### config.mk
export PLATFORM = sky130hd
export DESIGN_NAME = grf_wb_arbiter
export DESIGN_NICKNAME = d
export VERILOG_FILES = /design/src/rtl/grf_pkg.sv /design/src/rtl/grf_wb_arbiter_out_reg.sv /design/src/rtl/grf_wb_arbiter.sv
export SDC_FILE = /design/constraint.sdc
export NUM_CORES = 1
export LEC_CHECK = 0
export BUFFER_PORTS_ARGS = -buffer_cell sky130_fd_sc_hd__clkbuf_2
export CORE_ASPECT_RATIO = 0.7
export CORE_MARGIN = 2
export CORE_UTILIZATION = 40
export CTS_CLUSTER_SIZE = 28
export DETAILED_ROUTE_END_ITERATION = 8
export MAX_ROUTING_LAYER = met4
export PLACE_DENSITY = 0.76
export SYNTH_ARGS = -nofsm -noshare
export SYNTH_HDL_FRONTEND = slang
export SYNTH_SLANG_ARGS = --single-unit
export TNS_END_PERCENT = 10
### constraint.sdc
create_clock -name clk -period 3.15 [get_ports clk]
set_input_delay 0.1575 -clock clk [delete_from_list [all_inputs] [get_ports clk]]
set_output_delay 0.1575 -clock clk [all_outputs]
set_load 0.05 [all_outputs]
### src/rtl/grf_pkg.sv
// Shared definitions for the GRF write path: widths, the writeback request
// bundle and the arbiter state encoding.
package grf_pkg;

    localparam int GRF_AW = 5;
    localparam int GRF_DW = 32;
    localparam int PC_W   = 32;

    localparam logic [GRF_AW-1:0] REG_ZERO = 5'd0;

    typedef struct packed {
        logic [GRF_AW-1:0] wt;
        logic [GRF_DW-1:0] wdata;
        logic [PC_W-1:0]   wPc;
    } wb_req_t;

    typedef enum logic {
        PRI0   = 1'b0,
        FORCE1 = 1'b1
    } arb_state_e;

    // $0 is hardwired to zero, so a request aimed at it must never assert WE.
    function automatic logic writes_reg(input logic [GRF_AW-1:0] dst);
        return dst != REG_ZERO;
    endfunction

endpackage

### src/rtl/grf_wb_arbiter_out_reg.sv
// Registered writeback output stage with $0 filtering and synchronous clear.
// The write strobe is additionally masked while reset is high so a request
// accepted just before reset never reaches the register file.
module wb_out_reg
    import grf_pkg::*;
(
    input  logic              clk,
    input  logic              reset,
    input  logic              load,
    input  wb_req_t           req,
    output logic              WE,
    output logic [GRF_AW-1:0] wt,
    output logic [GRF_DW-1:0] wdata,
    output logic [PC_W-1:0]   wPc
);

    logic    we_q;
    wb_req_t req_q;

    // Capture the accepted request; the payload holds when nothing is accepted.
    always_ff @(posedge clk) begin
        if (reset) begin
            we_q  <= 1'b0;
            req_q <= '0;
        end else if (load) begin
            we_q  <= writes_reg(req.wt);
            req_q <= req;
        end else begin
            we_q  <= 1'b0;
        end
    end

    assign WE    = we_q & ~reset;
    assign wt    = req_q.wt;
    assign wdata = req_q.wdata;
    assign wPc   = req_q.wPc;

endmodule

### src/rtl/grf_wb_arbiter.sv
// Write-port arbiter for the GRF. Source 0 (pipeline WB) has fixed priority;
// source 1 (multi-cycle unit) is forced through after STARVE_LIMIT consecutive
// blocked cycles. The winner is registered onto WE/wt/wdata/wPc.
//
// state  | meaning
// -------+-------------------------------------------------------------
// PRI0   | normal operation, source 0 wins any contention
// FORCE1 | source 1 has starved; it alone may be accepted this cycle
module grf_wb_arbiter
    import grf_pkg::*;
#(
    parameter int STARVE_LIMIT = 4,
    parameter int CNT_W        = 4
) (
    input  logic              clk,
    input  logic              reset,

    input  logic              s0_valid,
    output logic              s0_ready,
    input  logic [GRF_AW-1:0] s0_wt,
    input  logic [GRF_DW-1:0] s0_wdata,
    input  logic [PC_W-1:0]   s0_wPc,

    input  logic              s1_valid,
    output logic              s1_ready,
    input  logic [GRF_AW-1:0] s1_wt,
    input  logic [GRF_DW-1:0] s1_wdata,
    input  logic [PC_W-1:0]   s1_wPc,

    output logic              WE,
    output logic [GRF_AW-1:0] wt,
    output logic [GRF_DW-1:0] wdata,
    output logic [PC_W-1:0]   wPc,
    output logic              force1
);

    localparam logic [CNT_W-1:0] LIMIT_C = CNT_W'(STARVE_LIMIT);

    arb_state_e       state;
    arb_state_e       state_next;
    logic [CNT_W-1:0] wait_cnt;
    logic [CNT_W-1:0] cnt_next;

    logic             load;
    wb_req_t          req_sel;

    // State and starvation counter registers.
    always_ff @(posedge clk) begin
        if (reset) begin
            state    <= PRI0;
            wait_cnt <= '0;
        end else begin
            state    <= state_next;
            wait_cnt <= cnt_next;
        end
    end

    // Grant decode, starvation count and next-state logic.
    always_comb begin
        s0_ready   = 1'b0;
        s1_ready   = 1'b0;
        state_next = state;
        cnt_next   = wait_cnt;

        // Both readys stay low during reset so nothing is accepted that cycle.
        if (!reset) begin
            unique case (state)
                PRI0: begin
                    s0_ready = s0_valid;
                    s1_ready = s1_valid && !s0_valid;
                end
                FORCE1: begin
                    s1_ready = s1_valid;
                end
                default: ;
            endcase
        end

        if (!s1_valid || s1_ready) begin
            cnt_next = '0;
        end else if (wait_cnt != LIMIT_C) begin
            cnt_next = wait_cnt + 1'b1;
        end

        unique case (state)
            PRI0: begin
                if (cnt_next == LIMIT_C && wait_cnt != LIMIT_C) begin
                    state_next = FORCE1;
                end
            end
            FORCE1: begin
                // Leaves on acceptance, or on a protocol-violating withdrawal.
                if (s1_ready || !s1_valid) begin
                    state_next = PRI0;
                end
            end
            default: state_next = PRI0;
        endcase
    end

    // Payload mux: at most one ready is high, so s1_ready alone selects.
    always_comb begin
        req_sel = s1_ready ? wb_req_t'{wt: s1_wt, wdata: s1_wdata, wPc: s1_wPc}
                           : wb_req_t'{wt: s0_wt, wdata: s0_wdata, wPc: s0_wPc};
    end

    assign load   = s0_ready | s1_ready;
    assign force1 = (state == FORCE1);

    wb_out_reg u_out (
        .clk   (clk),
        .reset (reset),
        .load  (load),
        .req   (req_sel),
        .WE    (WE),
        .wt    (wt),
        .wdata (wdata),
        .wPc   (wPc)
    );

endmodule

==> qor.yml, run 1 <==
grt:
  grt-ovfl-total: 0
  grt_usage_pct: 19.1
  grt_pass1_vias: 3002
  antenna_found_initial: 0
  grt_pass1_wl_um: 14000
  grt_max_degree: 80
final_layout:
  post-route-util_pct: 57.2
  fillers: 760
  fin_nets: 691
  layout-drive-gt1-share_pct: 43.2
  diodes: 0
  layout_common_cells: "213 x clkbuf_2, 75 x dfxtp_1, 73 x nor2_1"
  area_delta_synth_final_pct: 40.3
  layout_commonest_cell: "clkbuf_2"
synthesis:
  yosysSeqAreaShare_pct: 44.0
  synth.distinct_cells: 29
  synth_area_leader_cell: "dfxtp_1"
  netlist.area_leader.share_pct: 44.0
  yosysWarnings: 0
  synth_fp_nets: 492
  postSynthCellCount: 348
  synth-seq-cells: 75
  postSynthAreaPerCell_um2: 9.80
  netlist_area_mm2: 0.00341
  synthTopCellsByArea: "dfxtp_1 44%, mux2i_1 20%, a211oi_1 15%"
critical_path:
  cp_data_arrival_time_ns: 1.82
  worstPathRequired_ns: 2.99
  critical_path_class: "register to output pin"
  cp-end-kind: "output pin"
  worstSetupStartpointType: "register"
  reg2reg_slack_ns: 1.28
  critPathMaxFanout: 79
sta:
  post-route-period-util_pct: 62.8
  skew_ns: 0.00376
  slew_viol_final: 0
  setup_tns_ns: 0
  hold_viol: 0
  slew_headroom_pct: 42.7
  rsz0062_at_grt: "false"
  fin_ws_ns: 1.17
  worst_pin_slew_ns: 0.860
  finalCriticalPeriod_ns: 1.98
  fmax_mhz: 505
  setup_viol: 0
die:
  rows: 28
  core_area_mm2: 0.00837
  fp.dieW_um: 114
  die_h_um: 81.3
  die_area_mm2: 0.00929
  start_util_pct: 40.7
  pin_count: 215
placement:
  port_buffers: 214
  dp_worst_setup_slack_ns: 1.30
  gp_congestion: 0.842
  place_hpwl_um: 6540
routing:
  vias: 3272
  ant_nets: 0
  wl_um: 8960
  drt-initial-drc-count: 146
  routedWlPerCell_um: 13.7
  remaining_drc_errors: 0
  drt-pass1-iter-count: 4
  vias_per_cell: 4.99
status:
  outcome: "completed"
clocking:
  postCtsHoldBufs: 0
  clk_latency_ns: 0.32
  cts_sinks: 75
  clockBufferDepth: 2
  ctsResizeCount: 0
  cts_setup_buffers: 0
  cts.htree.levels: 3
  path_clk_slew_ns: 0.06
  cts_tree: "yes"
  ctsRootBufferMaster: "clkbuf_16"
  cts_made_buffers: 9
power_and_ir_drop:
  p_per_area_mw_per_mm2: 583
  vdd_ir_drop_max_mv: 0.268
  power_mw: 2.79
  leakage_nw: 2.42
hold_path:
  hold_path.class: "input pin to register"
flow_run:
  drv.max_cap_violation_count: 0
-- kinds of logic after synthesis --
group           share of synthesized area (%)
mux                                      20.2
buf+inv                                  6.38
fa+ha+maj                               0.734
xor+xnor                                0.257
compound gates                           16.3
simple gates                             12.1
flops                                    44.0
-- routing by layer --
layer | part of all wire (%) | vias to the layer above | global-route usage (%) | routed length [µm]
li1 | - | 1677 | - | -
met1 | 47 | 1473 | 23.8 | 4230
met2 | 47 | 120 | 32.0 | 4170
met3 | 5.9 | 2 | 4.70 | 530
met4 | 0.32 | 0 | 4.02 | 29
met5 | 0 | - | - | 0
-- final cells by class --
class	count	area, µm²	area share (%)
multi-input cells	238	1690	35.3
clock inverters	5	103	2.14
repair buffers	220	1120	23.4
inverters	3	11.3	0.235
flip-flops and latches	75	1500	31.4
well taps	105	131	2.75
clock buffers	10	229	4.78
-- registers in the layout, indices dropped and copies added (netlist names) --
signal	cells
force1	1
u_out.wPc	32
u_out.we_q	1
wait_cnt	4
u_out.wt	5
u_out.wdata	32
-- worst max-delay path, stage by stage (launching register included) --
cell and delay [ns]:
dfxtp_1 0.32, nand2b_4 0.64, and3b_1 0.26, clkbuf_2 0.27
-- path summary, 6_finish.rpt --
path | startpoint | end | cells past startpoint
max | force1$_SDFF_PP0_ | s1_ready | 3
min | s0_wPc[11] | u_out.wPc[11]$_SDFFE_PP0N_ | 3
max reg2reg | force1$_SDFF_PP0_ | u_out.wPc[7]$_SDFFE_PP0N_ | 4
min reg2reg | wait_cnt[3]$_SDFF_PP0_ | wait_cnt[3]$_SDFF_PP0_ | 2
-- Yosys cell counts --
| master | n |
|---|---|
| ha_1 | 2 |
| and3b_1 | 1 |
| o21ai_0 | 1 |
| inv_1 | 3 |
| or3_1 | 1 |
| buf_2 | 15 |
| a211oi_1 | 70 |
| nor3_1 | 2 |
| nor3b_2 | 1 |
| buf_6 | 8 |
| nor4bb_1 | 1 |
| clkbuf_1 | 7 |
| o311a_1 | 1 |
| a21oi_1 | 3 |
| nor2b_1 | 1 |
| nor3_2 | 1 |
| or3b_4 | 1 |
| and2_1 | 1 |
| or4_1 | 2 |
| nor2_1 | 73 |
| dfxtp_1 | 75 |
| nand2b_4 | 1 |
| nor3b_1 | 1 |
| xnor2_1 | 1 |
| buf_4 | 2 |
| nand3_1 | 1 |
| nand2_1 | 2 |
| mux2i_1 | 69 |
| nand3b_1 | 1 |
-- report_power, final --
group | total [mW] | internal [mW] | switching (mW)
clock | 1.13 | 0.768 | 0.366
combinational | 0.604 | 0.195 | 0.409
sequential | 1.05 | 1.02 | 0.0359
total | 2.79 | 1.98 | 0.811
-- through the flow --
step,cell area (µm²),hold slack (ns),std cells
final,4790,0.104,656
after global routing,4790,0.106,656
after CTS,4790,0.0927,656
after detailed placement,4450,0.435,641
after global placement,4450,0.427,641
after floorplan,3410,0.320,348
No activity file was read; power rests on OpenSTA's default activity.
==> inputs of run 2 (changes only) <==
--- a/config.mk
+++ b/config.mk
@@ -5,6 +5,7 @@
 export SDC_FILE = /design/constraint.sdc
 export NUM_CORES = 1
 export LEC_CHECK = 0
+export ABC_AREA = 1
 export BUFFER_PORTS_ARGS = -buffer_cell sky130_fd_sc_hd__clkbuf_2
 export CORE_ASPECT_RATIO = 0.7
 export CORE_MARGIN = 2
@@ -12,7 +13,7 @@
 export CTS_CLUSTER_SIZE = 28
 export DETAILED_ROUTE_END_ITERATION = 8
 export MAX_ROUTING_LAYER = met4
-export PLACE_DENSITY = 0.76
+export PLACE_DENSITY = 0.72
 export SYNTH_ARGS = -nofsm -noshare
 export SYNTH_HDL_FRONTEND = slang
 export SYNTH_SLANG_ARGS = --single-unit
==> constraint.sdc (replaced) <==
create_clock -name clk -period 1.99 [get_ports clk]
set_input_delay 0.0995 -clock clk [delete_from_list [all_inputs] [get_ports clk]]
set_output_delay 0.0995 -clock clk [all_outputs]
set_load 0.05 [all_outputs]
==> qor.yml, run 2 <==
status:
  outcome: "completed"
routing:
  drt-initial-drc-count: 196  # +34%
  routedWlPerCell_um: 10.7  # -22%
  vias: 4206  # +29%
  ant_nets: 0  # unchanged
  vias_per_cell: 4.34  # -13%
  remaining_drc_errors: 0  # unchanged
  wl_um: 10300  # +15%
  drt-pass1-iter-count: 4  # unchanged
critical_path:
  critPathBufInv: 4  # +3
  path_cells: "inv_2 > nand2_2 > nand2_4 > inv_4 > buf_12 > clkbuf_2"
  crit_family: "buffers and inverters"
  reg2reg_slack_ns: 0.40  # -0.88 ns
  cp-end-kind: "output pin"
  worstReg2RegEnd: "u_out.we_q$_SDFF_PP0_"
  worstPathRequired_ns: 1.89  # -1.10 ns
  timing.rr.start: "force1$_SDFF_PP0_"
  rr_worst_depth: 8  # +4
  max_stage_delay_ns: 0.35  # -0.29 ns
  critical_path_class: "register to output pin"
  critPathMaxFanout: 31  # -61%
  cp_data_arrival_time_ns: 1.77  # -0.05 ns
  worstSetupStartpointType: "register"
  cp_slowest_cell: "dfxtp_1"
sta:
  setup_tns_ns: 0  # unchanged
  rsz0062_at_grt: "false"
  post-route-period-util_pct: 94.0
  slew_viol_final: 0  # unchanged
  skew_ns: 0.00427  # +0.000512 ns
  hold_slack_ns: 0.0507  # -0.0530 ns
  hold_viol: 0  # unchanged
  finalCriticalPeriod_ns: 1.87
  setup_viol: 0  # unchanged
  worst_pin_slew_ns: 0.484  # -0.375 ns
  slew_headroom_pct: 67.7  # +25 points
  fmax_mhz: 535
synthesis:
  netlist_area_mm2: 0.00406  # +19%
  yosysWarnings: 0  # unchanged
  synth_area_leader_cell: "dfxtp_1"
  synth_fp_nets: 785  # +60%
  synthFlopType: "dfxtp_1"
  synthTopCellsByArea: "dfxtp_1 37%, nand2_1 20%, inv_1 14%"
  netlist.area_leader.share_pct: 37.0  # -7.0 points
  synth_common_cells: "211 x nand2_1, 148 x inv_1, 75 x dfxtp_1"
  postSynthCellCount: 641  # +84%
  postSynthAreaPerCell_um2: 6.33  # -35%
  synth.most_common_cell: "nand2_1"
  async_flop_share_pct: 0  # unchanged
  yosysSeqAreaShare_pct: 37.0  # -7.0 points
  synth.distinct_cells: 25  # -14%
  synth-edff-count: 0  # unchanged
  synth-seq-cells: 75  # unchanged
final_layout:
  fin_nets: 980  # +42%
  layout_commonest_cell: "clkbuf_2"
  layout_common_cells: "213 x clkbuf_2, 211 x nand2_1, 148 x inv_1"
  multi_input_area_mm2: 0.00178  # +5.0%
  diodes: 0  # unchanged
  layout-drive-gt1-share_pct: 31.9  # -11 points
  final-seq-area_mm2: 0.00150  # unchanged
  fillers: 1013  # +33%
  area_delta_synth_final_pct: 36.5
clocking:
  cts.htree.levels: 3  # unchanged
  cts_tree: "yes"
  cts_made_buffers: 9  # unchanged
  clockBufferDepth: 2  # unchanged
  ctsRootBufferMaster: "clkbuf_16"
  postCtsHoldBufs: 0  # unchanged
  cts_sinks: 75  # unchanged
  clk_latency_ns: 0.33  # about the same
  path_clk_slew_ns: 0.06  # about the same
hold_path:
  hold_path.class: "input pin to register"
  worst_hold_startpoint: "s1_wPc[27]"
  min_to: "u_out.wPc[27]$_SDFFE_PP0N_"
  hold_path_depth: 5  # +2
power_and_ir_drop:
  p_per_area_mw_per_mm2: 856  # +47%
  vdd_ir_drop_max_mv: 0.384  # +43%
  leakage_nw: 3.41  # +41%
  power_mw: 4.74  # +70%
grt:
  grt_pass1_wl_um: 17300  # +24%
  grt_max_degree: 79  # -1.3%
  grt-ovfl-total: 0  # unchanged
  grt_usage_pct: 19.8  # +0.61 points
  antenna_found_initial: 0  # unchanged
  grt_pass1_vias: 3800  # +27%
flow_run:
  drv.max_cap_violation_count: 0  # unchanged
die:
  die_h_um: 88.3  # +8.6%
  start_util_pct: 41.4  # +0.67 points
  core_area_mm2: 0.00980  # +17%
  rows: 30  # +7.1%
  die_area_mm2: 0.0110  # +18%
  fp.dieW_um: 124  # +8.7%
  pin_count: 215  # unchanged
placement:
  place_hpwl_um: 7770  # +19%
  port_buffers: 214  # unchanged
  gp_congestion: 0.851  # +1.0%
-- run 2: changes by cell type after synthesis, sizes merged, moves of 6 or more --
| cell | before | now |
|---|---|---|
| a211oi | 70 | 0 |
| inv | 3 | 150 |
| nand2 | 2 | 213 |
| nor2 | 73 | 15 |
| o21ai | 1 | 71 |
| nand3 | 1 | 7 |
| mux2i | 69 | 0 |
| a21oi | 3 | 66 |
| clkbuf | 7 | 14 |
-- run 2: kinds of logic after synthesis --
family                   after synthesis  synth area share, %
AO/OA/AOI/OAI                        137                 19.2
adder cells (fa/ha/maj)                2                0.617
XOR/XNOR                               3                0.648
AND/OR/NAND/NOR                      237                 23.2
buffers and inverters                187                 19.3
flip-flops                            75                 37.0
-- run 2: stage by stage --
step           worst slack (ns)  utilization, %  area [µm²]  cells
2_1_floorplan             0.198               -        4060    641
3_3_place_gp              0.402            53.0        5190    953
3_5_place_dp              0.387            53.0        5190    953
4_1_cts                 0.00958            56.5        5530    969
5_1_grt                  0.0127            56.5        5540    969
6_report                  0.120            56.5        5540    969
-- run 2: power breakdown --
group	total [mW]	internal [mW]	switching, mW	leakage [nW]
clock	1.85	1.25	0.594	0.169
sequential	1.69	1.63	0.0616	0.622
combinational	1.20	0.358	0.842	2.62
total	4.74	3.24	1.50	3.41
-- run 2: layout make-up --
type,instances,share of cell area (%)
multi-input cells,379,32.1
clock buffers,11,4.39
clock inverters,5,1.81
repair buffers,221,21.5
inverters,150,10.2
well taps,128,2.89
flip-flops and latches,75,27.1
-- run 2: repair_timing --
action                                  4_1_cts  5_1_grt
endpoints found under the hold margin         0        0
resized for setup                             0        2
endpoints found under the setup margin        0        1
setup buffers                                 0        0
-- run 2: worst max path at each step --
stage	from	endpoint	slack, ns	cells after the start
6_report	force1$_SDFF_PP0_	s1_ready	0.12	6
5_1_grt	force1$_SDFF_PP0_	s1_ready	0.01	6
4_1_cts	force1$_SDFF_PP0_	s1_ready	0.01	6
3_5_place_dp	force1$_SDFF_PP0_	s1_ready	0.39	6
3_3_place_gp	force1$_SDFF_PP0_	s1_ready	0.40	6
2_1_floorplan	force1$_SDFF_PP0_	u_out.wdata[10]$_SDFFE_PP0N_	0.20	9
-- run 2: layer usage --
layer / track usage [%] / up-vias / part of all wire [%]
met1: 24.0 / 1735 / 47
li1: - / 2295 / -
met4: 6.23 / 0 / 1.7
met3: 6.11 / 20 / 7.6
met2: 31.9 / 156 / 44
met5: - / - / 0
-- run 2: worst reg2reg max path, cell delays in order, from the launching register on --
cell and delay [ns]:
dfxtp_1 0.35, inv_2 0.06, nand2_2 0.14, nand2_4 0.18, buf_12 0.23, o21ai_0 0.30, nand2_1 0.08, nor2_1 0.11
nor2_1 0.04
==> inputs of run 3 (changes only) <==
--- a/config.mk
+++ b/config.mk
@@ -13,8 +13,9 @@
 export CTS_CLUSTER_SIZE = 28
 export DETAILED_ROUTE_END_ITERATION = 8
 export MAX_ROUTING_LAYER = met4
-export PLACE_DENSITY = 0.72
+export PLACE_DENSITY = 0.75
 export SYNTH_ARGS = -nofsm -noshare
 export SYNTH_HDL_FRONTEND = slang
+export SYNTH_HIERARCHICAL = 1
 export SYNTH_SLANG_ARGS = --single-unit
 export TNS_END_PERCENT = 10
==> qor.yml, run 3 <==
placement:
  port_buffers: 214  # unchanged
  place_inst: 883  # -7.3%
  dpl-instance-area_mm2: 0.00471  # -9.3%
  gp_congestion: 0.841  # -1.1%
  place_hpwl_um: 7280  # -6.2%
grt:
  grt_usage_pct: 21.7  # +1.9 points
  grt-ovfl-total: 0  # unchanged
  grt_pass1_wl_um: 17100  # -1.2%
  grt_max_degree: 72  # -8.9%
  antenna_found_initial: 0  # unchanged
  grt_pass1_vias: 3906  # +2.8%
sta:
  skew_ns: 0.00393  # -0.000333 ns
  finalCriticalPeriod_ns: 1.80  # -0.0680 ns
  hold_slack_ns: 0.0639  # +0.0132 ns
  worst_pin_slew_ns: 0.545  # +0.0604 ns
  setup_viol: 0  # unchanged
  rsz0062_at_grt: "false"
  post-route-period-util_pct: 90.5  # -3.4 points
  slew_viol_final: 0  # unchanged
  setup_tns_ns: 0  # unchanged
  hold_viol: 0  # unchanged
  slew_headroom_pct: 63.7  # -4.0 points
  fmax_mhz: 555  # +3.8%
clocking:
  postCtsHoldBufs: 0  # unchanged
  cts_tree: "yes"
  cts_made_buffers: 9  # unchanged
  clk_latency_ns: 0.33  # about the same
  cts_sinks: 75  # unchanged
  ctsRootBufferMaster: "clkbuf_16"
  cts_setup_buffers: 0  # unchanged
  path_clk_slew_ns: 0.06  # about the same
  clockBufferDepth: 2  # unchanged
  ctsResizeCount: 0  # unchanged
  cts.htree.levels: 3  # unchanged
final_layout:
  layout_common_cells: "356 x nand2_1, 214 x clkbuf_2, 75 x dfxtp_1"
  fin_cells: 899  # -7.2%
  area_delta_synth_final_pct: 39.4
  final_area_mm2: 0.00505  # -8.7%
  multi_input_area_mm2: 0.00182  # +2.7%
  final-seq-area_mm2: 0.00150  # unchanged
  diodes: 0  # unchanged
  layout_commonest_cell: "nand2_1"
  fillers: 863  # -15%
  layout-drive-gt1-share_pct: 31.1  # -0.77 points
  fin_nets: 914  # -6.7%
critical_path:
  reg2reg_slack_ns: 0.29  # -0.11 ns
  rr_worst_depth: 9  # +1
  timing.rr.start: "force1$_SDFF_PP0_"
  worstReg2RegEnd: "u_out/wPc[3]$_SDFFE_PP0P_"
  worstPathRequired_ns: 1.89  # about the same
  worstSetupStartpointType: "register"
  cp-end-kind: "output pin"
  critical_path_class: "register to output pin"
  critPathMaxFanout: 39  # +26%
  cp_data_arrival_time_ns: 1.70  # -0.07 ns
hold_path:
  worst_hold_startpoint: "s1_valid"
  min_to: "force1$_SDFF_PP0_"
  hold_path_depth: 3  # -2
  hold_path.class: "input pin to register"
synthesis:
  synth.distinct_cells: 18  # -28%
  netlist_area_mm2: 0.00362  # -11%
  synthFlopType: "dfxtp_1"
  postSynthCellCount: 576  # -10%
  synthTopCellsByArea: "dfxtp_1 41%, nand2_1 37%, a21oi_1 9.7%"
  synth_area_leader_cell: "dfxtp_1"
  yosysWarnings: 6  # +6
  async_flop_share_pct: 0  # unchanged
  synth_fp_nets: 720  # -8.3%
  synth_common_cells: "356 x nand2_1, 75 x dfxtp_1, 70 x a21oi_1"
  postSynthAreaPerCell_um2: 6.29  # -0.56%
  synth-edff-count: 0  # unchanged
  synth-seq-cells: 75  # unchanged
  yosysSeqAreaShare_pct: 41.4  # +4.4 points
  synth.most_common_cell: "nand2_1"
  netlist.area_leader.share_pct: 41.4  # +4.4 points
die:
  die_h_um: 83.6  # -5.2%
  pin_count: 215  # unchanged
  die_area_mm2: 0.00985  # -10%
  fp.dieW_um: 118  # -5.3%
  start_util_pct: 40.6  # -0.80 points
  core_area_mm2: 0.00893  # -8.9%
  rows: 29  # -3.3%
power_and_ir_drop:
  p_per_area_mw_per_mm2: 866  # +1.2%
  vdd_ir_drop_max_mv: 0.544  # +42%
  power_mw: 4.37  # -7.7%
  leakage_nw: 2.72  # -20%
routing:
  remaining_drc_errors: 0  # unchanged
  ant_nets: 0  # unchanged
  drt-pass1-iter-count: 4  # unchanged
  vias: 4185  # -0.50%
  routedWlPerCell_um: 11.5  # +7.7%
  vias_per_cell: 4.66  # +7.2%
  wl_um: 10300  # -0.13%
  drt-initial-drc-count: 156  # -20%
flow_run:
  drv.max_cap_violation_count: 0  # unchanged
status:
  outcome: "completed"
[run 3: cell count changes in the layout (fill, tap and decap cells not counted), moves of 25 or more]
cell / previous run / this run
a21oi_1: 41 / 69
a21oi_2: 25 / 0
inv_1: 148 / 12
nand2_1: 211 / 356
o21ai_0: 41 / 0
o21ai_1: 30 / 0
[run 3: layout make-up]
cell class              instances  share of cell area, %
multi-input cells             449                   36.1
clock buffers                  11                   4.81
well taps                     124                   3.07
inverters                      15                   1.21
clock inverters                 5                   1.98
repair buffers                220                   23.1
flip-flops and latches         75                   29.7
[run 3: worst max path at each step]
stage                            endpoint  depth (start not counted)               from
6_report                         s1_ready                          5  force1$_SDFF_PP0_
5_1_grt                          s1_ready                          5  force1$_SDFF_PP0_
4_1_cts                          s1_ready                          5  force1$_SDFF_PP0_
3_5_place_dp    u_out/wPc[5]$_SDFFE_PP0P_                          9  force1$_SDFF_PP0_
3_3_place_gp   u_out/wPc[20]$_SDFFE_PP0P_                          9  force1$_SDFF_PP0_
2_1_floorplan      wait_cnt[0]$_SDFF_PP0_                          5  force1$_SDFF_PP0_
[run 3: logic make-up after synthesis]
kind of cell,count (synthesis),share of synthesized area [%]
adders and majority gates,2,0.690
DFF,75,41.4
AOI/OAI and AO/OA,72,10.0
and+or+nand+nor,375,39.3
buffers and inverters,52,8.56
[run 3: power by group]
group / leakage (nW) / internal [mW] / switching, mW
clock network: 0.169 / 1.25 / 0.600
logic: 1.94 / 0.279 / 0.608
registers: 0.615 / 1.59 / 0.0445
[run 3: critical path, cell delays in order (launching register included)]
cell and delay [ns]:
dfxtp_1 0.35, inv_1 0.07, nand2_1 0.15, nand2_2 0.13, inv_4 0.32, clkbuf_2 0.35
[run 3: per-layer routing]
| metal | vias to the layer above | share of wire, % | global-route usage, % |
|---|---|---|---|
| li1 | 2163 | - | - |
| met1 | 1842 | 43 | 23.7 |
| met2 | 166 | 49 | 37.8 |
| met3 | 14 | 7.0 | 6.15 |
| met4 | 0 | 1.4 | 8.11 |
| met5 | - | 0 | - |
[run 3: through the flow]
stage	util [%]	worst slack [ns]
finish	56.6	0.188
global route	56.6	0.0676
CTS	56.6	0.158
global placement	52.7	0.445
floorplan	-	0.189
detailed placement	52.7	0.340
